<file path="src/rtl/seq_divider_pkg.sv">
// seq_divider_pkg: shared FSM encodings and default operand width for seq_divider.
package seq_divider_pkg;
    localparam int DEF_WIDTH = 4;
    // 2'd3 is not a state; the next-state logic sends it back to idle.
    typedef enum logic [1:0] {
        ST_IDLE = 2'd0,
        ST_RUN  = 2'd1,
        ST_DONE = 2'd2
    } state_t;
endpackage

</file>
<file path="src/rtl/seq_divider_div_step.sv">
// div_step: one restoring-division step.
// Ports: r (partial remainder, WIDTH+1), q_msb (dividend bit shifted in), d (divisor)
//        -> r_next (next partial remainder), q_bit (quotient bit produced).
module div_step #(
    parameter int WIDTH = 4
) (
    input  logic [WIDTH:0]   r,
    input  logic             q_msb,
    input  logic [WIDTH-1:0] d,
    output logic [WIDTH:0]   r_next,
    output logic             q_bit
);
    logic [WIDTH+1:0] t;
    always_comb begin
        t      = {r, q_msb} - {2'b00, d};
        q_bit  = ~t[WIDTH+1];
        r_next = q_bit ? t[WIDTH:0] : {r[WIDTH-1:0], q_msb};
    end
endmodule

</file>
<file path="src/rtl/seq_divider.sv">
// seq_divider: multi-cycle unsigned restoring divider, one quotient bit per clock.
// Ports: clk, reset_n (sync, active-low), start, dividend, divisor in;
//        busy, done (1-cycle pulse), quotient, remainder, div_by_zero, result={remainder,quotient} out.
module seq_divider
    import seq_divider_pkg::*;
#(
    parameter int WIDTH = DEF_WIDTH
) (
    input  logic               clk,
    input  logic               reset_n,
    input  logic               start,
    input  logic [WIDTH-1:0]   dividend,
    input  logic [WIDTH-1:0]   divisor,
    output logic               busy,
    output logic               done,
    output logic [WIDTH-1:0]   quotient,
    output logic [WIDTH-1:0]   remainder,
    output logic               div_by_zero,
    output logic [2*WIDTH-1:0] result
);
    localparam int CW = $clog2(WIDTH + 1);
    state_t state, state_nx;
    logic [CW-1:0]    cnt;
    logic [WIDTH:0]   r, r_nx;
    logic [WIDTH-1:0] q, d, q_nx;
    logic             q_bit;
    div_step #(.WIDTH(WIDTH)) u_step (
        .r      (r),
        .q_msb  (q[WIDTH-1]),
        .d      (d),
        .r_next (r_nx),
        .q_bit  (q_bit)
    );
    assign q_nx        = (q << 1) | WIDTH'(q_bit);
    assign busy        = state != ST_IDLE;
    assign done        = state == ST_DONE;
    assign result      = {remainder, quotient};
    always_comb begin
        state_nx = ST_IDLE;
        case (state)
            ST_IDLE: state_nx = !start ? ST_IDLE : (divisor != '0) ? ST_RUN : ST_DONE;
            ST_RUN:  state_nx = (cnt == CW'(1)) ? ST_DONE : ST_RUN;
            default: state_nx = ST_IDLE;
        endcase
    end
    always_ff @(posedge clk) begin
        if (!reset_n) begin
            state       <= ST_IDLE;
            cnt         <= '0;
            r           <= '0;
            q           <= '0;
            d           <= '0;
            quotient    <= '0;
            remainder   <= '0;
            div_by_zero <= 1'b0;
        end else begin
            state <= state_nx;
            if (state == ST_IDLE && start) begin
                if (divisor != '0) begin
                    q   <= dividend;
                    d   <= divisor;
                    r   <= '0;
                    cnt <= CW'(WIDTH);
                end else begin
                    quotient    <= '1;
                    remainder   <= dividend;
                    div_by_zero <= 1'b1;
                end
            end
            if (state == ST_RUN) begin
                r   <= r_nx;
                q   <= q_nx;
                cnt <= cnt - CW'(1);
                // Outputs only change on the final step, so they never expose partial values.
                if (cnt == CW'(1)) begin
                    quotient    <= q_nx;
                    remainder   <= r_nx[WIDTH-1:0];
                    div_by_zero <= 1'b0;
                end
            end
        end
    end
endmodule

</file>
<file path="config.mk">
export PLATFORM = sky130hd
export DESIGN_NAME = seq_divider
export DESIGN_NICKNAME = d
export VERILOG_FILES = /design/src/rtl/seq_divider_pkg.sv /design/src/rtl/seq_divider_div_step.sv /design/src/rtl/seq_divider.sv
export SDC_FILE = /design/constraint.sdc
export NUM_CORES = 1
export LEC_CHECK = 0
export ABC_AREA = 1
export CAP_MARGIN = 20
export CORE_MARGIN = 2
export CORE_UTILIZATION = 50
export DETAILED_ROUTE_END_ITERATION = 12
export GPL_TIMING_DRIVEN = 1
export MAX_ROUTING_LAYER = met4
export PLACE_DENSITY = 0.86
export SLEW_MARGIN = 5
export SYNTH_ARGS = -nofsm -noshare
export SYNTH_HDL_FRONTEND = slang
export SYNTH_SLANG_ARGS = --single-unit
</file>
<file path="constraint.sdc">
create_clock -name clk -period 2.01 [get_ports clk]
set_input_delay 0.402 -clock clk [delete_from_list [all_inputs] [get_ports clk]]
set_output_delay 0.402 -clock clk [all_outputs]
set_load 0.01 [all_outputs]
</file>
After elaboration in Yosys (flattened, before gate mapping)
Cells that the tools add are included.
{ "word_totals": {"ff_bits": 27, "output_inout_bits": 19, "word_cells": 49} }
{ "classes": {"addsub": 2, "eq_ne": 3, "mux": 26, "bitwise_logic": 2, "reduce_logical": 8} }
{ "ops": {"columns": ["operator", "n"], "rows": [
  ["4-bit 2-to-1 mux", 11],
  ["5-bit 2-to-1 mux", 4],
  ["3-bit 2-to-1 mux", 3],
  ["2-bit 2-to-1 mux", 3],
  ["2-bit nonzero test", 3],
  ["6-bit by 4-bit subtractor with 6-bit output", 1],
  ["1-bit 2-to-1 mux", 4],
  ["4-bit by 1-bit bitwise OR with 4-bit output", 1],
  ["2-bit case mux with 2 select lines", 1],
  ["2-bit AND reduction", 2],
  ["4-bit nonzero test", 1],
  ["3-bit by 1-bit == test with 1-bit output, second input constant", 1],
  ["3-bit by 1-bit subtractor with 3-bit output, second input constant", 1],
  ["2-bit by 1-bit == test with 1-bit output, second input constant", 1],
  ["2-bit == test, second input constant", 1],
  ["2-bit logical NOT", 1],
  ["1-bit logical AND", 1],
  ["1-bit NOT", 1]
]} }

Longest topological paths before layout
{ "logic_depth": {"ltp_word": 5, "ltp_mapped": 12, "depth_no_buf": 12} }

Modules after synthesis
A second synthesis with hierarchy kept.
{ "unflattened": {"hier_cells": 249, "area_unflattened_um2": 1712.9} }
{ "modules_own_cells": {"columns": ["module", "instances", "cells_each", "area_each_um2", "seq_area_each_um2"], "rows": [
  ["seq_divider", 1, 194, 1380.1, 540.5],
  ["div_step", 1, 55, 332.8, 0.0]
]} }

Worst setup path before layout
No wires, ideal clock.
{ "synth_path": {"path_type": "register to register", "from": "reg q[3]", "to": "reg r[4]", "arrival_time_ns": 1.350, "setup_slack_ns": 0.526, "stages_incl_launch_ff": 11, "synth_period_minus_slack_ns": 1.484, "cell_sequence": "dfxtp_1 > inv_1 > ha_1 > inv_1 > fa_1 > nand3_1 > nand3_1 > nand2_1 > nand3_1 > nand3_1 > a21oi_1"} }
{ "synth_between": {"elab_chain_cells": 3} }
{ "synth_rtl": {"columns": ["item", "line", "rtl"], "rows": [
  ["start, declared", "seq_divider.sv:25", "logic [WIDTH-1:0] q, d, q_nx;"],
  ["start signal, assigned", "seq_divider.sv:60", "q <= dividend;"],
  ["start signal, assigned", "seq_divider.sv:72", "q <= q_nx;"],
  ["6-bit by 4-bit subtractor with 6-bit output", "seq_divider_div_step.sv:15", "t = {r, q_msb} - {2'b00, d};"],
  ["5-bit 2-to-1 mux", "seq_divider_div_step.sv:17", "r_next = q_bit ? t[WIDTH:0] : {r[WIDTH-1:0], q_msb};"],
  ["5-bit 2-to-1 mux", "seq_divider.sv:70", "if (state == ST_RUN) begin"],
  ["end signal, assigned", "seq_divider.sv:71", "r <= r_nx;"],
  ["end, declared", "seq_divider.sv:24", "logic [WIDTH:0] r, r_nx;"]
]} }
Every way passes these cells.
A chain may end at the register's enable or synchronous reset.

Worst setup path after layout
{ "layout_path": {"from": "reg state[1]", "to": "out done"} }
{ "layout_between": {"elab_chain_cells": 1} }
{ "layout_rtl": {"columns": ["item", "line", "rtl"], "rows": [
  ["start, declared", "seq_divider.sv:22", "state_t state, state_nx;"],
  ["start signal, assigned", "seq_divider.sv:57", "state <= state_nx;"],
  ["2-bit == test", "seq_divider.sv:36", "assign done = state == ST_DONE;"],
  ["end, declared", "seq_divider.sv:15", "output logic done,"]
]} }
Every way passes these cells.

==> impl_metrics.toml <==
[floorplan]
io_pins = 30
die-area_sq_um = 3350
die-height_um = 57.9
start_util_pct = 52.6
rows = 19
core_area_sq_um = 2760
die_x_um = 57.9

[cells_and_area]
fin_area_sq_um = 1750
syn_to_final_growth_pct = 20.4
antennaDiodeCount = 0
layout_commonest_cell = "nand2_1"
nets = 244
drive_above_1_share_pct = 7.56
final_cell_mix = "42 x nand2_1, 29 x inv_1, 29 x clkdlybuf4s50_1"

[clocking]
cts_setup_buffers = 0
cts_resized = 0
cts_buffer_depth = 2
clock-root-buffer = "clkbuf_4"
cts_max_level = 1
clkSinkCount = 27
cts_hold_buf = 0
cts_tree = "yes"
clk_latency_ns = 0.33
path_clk_slew_ns = 0.14
cts_made_buffers = 3

[timing]
hold_viol = 0
slew_headroom_pct = 77.5
timing.hold.ws_ns = 0.476
worstMarginPinSlew_ns = 0.337
fin_tns_setup_ns = 0
setup_viol = 0
rsz0062_at_grt = "no"
fin_crit_sh_pct = 88.7
min_period_ns = 1.78
skew_ns = 0.00392
fmax_mhz = 561
drv_slew = 0

[synthesis]
yosysWarnings = 0
seq_area_frac_synth_pct = 37.3
synth_cell_types = 27
syn_inst = 201
syn_nets = 219
synth.avg_cell_area_sq_um = 7.21
syn_area_sq_um = 1450
yosys_register_bits = 27

[worst_setup_path]
rr_endpoint = "remainder[3]$_SDFF_PN0_"
critPathCaptureType = "output port"
r2r_setup_slack_ns = 0.24
r2r_start = "d[2]$_SDFFE_PN0P_"
cp_top_family = "buffers and inverters"
critical_path_buf_inv_count = 2
criticalPathCategory = "reg -> out"
worstPathMaxFanout = 3
cpMaxStageDelayCell = "clkdlybuf4s50_1"
crit_arrival_ns = 1.38
critPathMaxStageDelay_ns = 0.54
cp_cell_sequence = "inv_1, nor2_1, clkdlybuf4s50_1"
reg2regPathDepth = 10
start_kind = "flip-flop"
required_ns = 1.61

[min_path]
min_from = "d[3]$_SDFFE_PN0P_"
holdCritPathClass = "reg -> reg"
min_path_cells = 2
hold_path_end = "d[3]$_SDFFE_PN0P_"

[placed_design]
hpwl_mm = 2.48
place_area_sq_um = 1720
gp_congestion = 0.811
port_buffers = 29

[detailed_routing]
met2_length_mm = 1.54
drtIter0Drc = 57
wl_per_cell_um = 12.3
dr_wl_met3_um = 162
drc = 0
highest_layer = "met4"
vias_per_cell = 5.36
num_vias = 1373
first_pass_iters = 4
met1_length_mm = 1.41
wl_mm = 3.15
ant_nets = 0

[pwr]
switchingPower_uw = 550
p_comb_share_pct = 40.2
p_seq_share_pct = 43.4
p_leak_uw = 0.000765
intPower_uw = 894
pwr-share-clk_pct = 16.4
powerDensity_nw_per_um2 = 828
ir_worst_vdd_uv = 604
p_sw_share_pct = 38.1

[global_routing]
grt_overflow_total = 0
grt_util_all_layers_pct = 21.6
grt_pass1_wl_mm = 5.55
grt_max_degree = 16
grt_pass1_vias = 1268
antenna_found_initial = 0

[outcome]
status = "completed"

[run]
cap_violations = 0
==> final cells by class <==
| cell class | count | area [sq um] |
|---|---|---|
| well taps | 31 | 38.8 |
| clock buffers | 4 | 26.3 |
| fillers | 256 | 1010 |
| flip-flops and latches | 27 | 541 |
| inverters | 31 | 116 |
| multi-input cells | 130 | 703 |
| repair buffers | 33 | 320 |
==> sequential cells by signal, summed over array words and instances, names as in the netlist <==
name and flops:
d 4, div_by_zero 1, quotient 4, state 2
q 4, remainder 4, r 5, cnt 3
==> power groups by stage <==
stage / sequential [uW] / combinational (uW) / clock, uW
after floorplan: 633 / 433 / 0
after global placement: 637 / 562 / 0
after detailed placement: 639 / 576 / 0
after CTS: 627 / 578 / 244
after global routing: 635 / 658 / 263
final: 627 / 580 / 237
==> cells in the mapped netlist <==
cell	n	area, sq um
a31oi_1	4	25.0
ha_1	6	75.1
fa_1	1	20.0
nand4_1	2	12.5
nand3_2	2	20.0
nand2_1	42	158
dfxtp_1	27	541
o31ai_1	3	22.5
inv_1	29	109
or2_2	1	6.26
nand3b_1	1	7.51
buf_6	1	11.3
nor2_1	15	56.3
mux2i_1	1	10.0
buf_4	8	60.1
xnor2_1	1	8.76
o211ai_1	1	7.51
buf_1	1	3.75
a21oi_1	13	65.1
o221ai_1	4	35.0
nand2_2	1	6.26
nor2_2	3	18.8
buf_2	3	15.0
inv_2	2	7.51
a21oi_2	1	8.76
o21ai_0	4	20.0
nand3_1	24	120
==> cells by family after synthesis <==
family	Yosys count	share of synthesized area, %
muxes	1	0.690
buffers and inverters	44	14.2
and+or+nand+nor	91	28.0
AOI/OAI and AO/OA	30	12.7
DFF	27	37.3
adders and majority gates	7	6.56
xor gates and xnor gates	1	0.604
==> worst min-delay path: stages (launching register included) <==
cell	delay (ns)
dfxtp_1	0.32
inv_1	0.07
a21oi_1	0.06
==> worst max-delay path by stage <==
stage / startpoint / end / slack, ns / cells past startpoint
after floorplan: q[3]$_SDFFE_PN0P_ / r[4]$_SDFFE_PN0P_ / 0.53 / 10
after global placement: start / cnt[0]$_SDFFE_PN0P_ / 0.20 / 8
after detailed placement: start / cnt[0]$_SDFFE_PN0P_ / 0.18 / 8
after CTS: state[1]$_SDFF_PN0_ / done / 0.21 / 3
after global routing: d[2]$_SDFFE_PN0P_ / r[2]$_SDFFE_PN0P_ / 0.05 / 9
final: state[1]$_SDFF_PN0_ / done / 0.23 / 3
==> through the flow <==
step	instances	total power, uW	util (%)	setup slack, ns
after floorplan	201	1070	-	0.526
after global placement	252	1200	62.3	0.202
after detailed placement	252	1210	62.3	0.176
after CTS	256	1450	63.3	0.207
after global routing	256	1560	63.3	0.0522
final	256	1440	63.3	0.226
==> layer usage <==
layer / vias up / GRT usage, %
met5: - / -
met4: 0 / 5.65
li1: 691 / -
met2: 45 / 36.0
met1: 630 / 27.6
met3: 7 / 3.13
(Power assumes the default switching activity.)
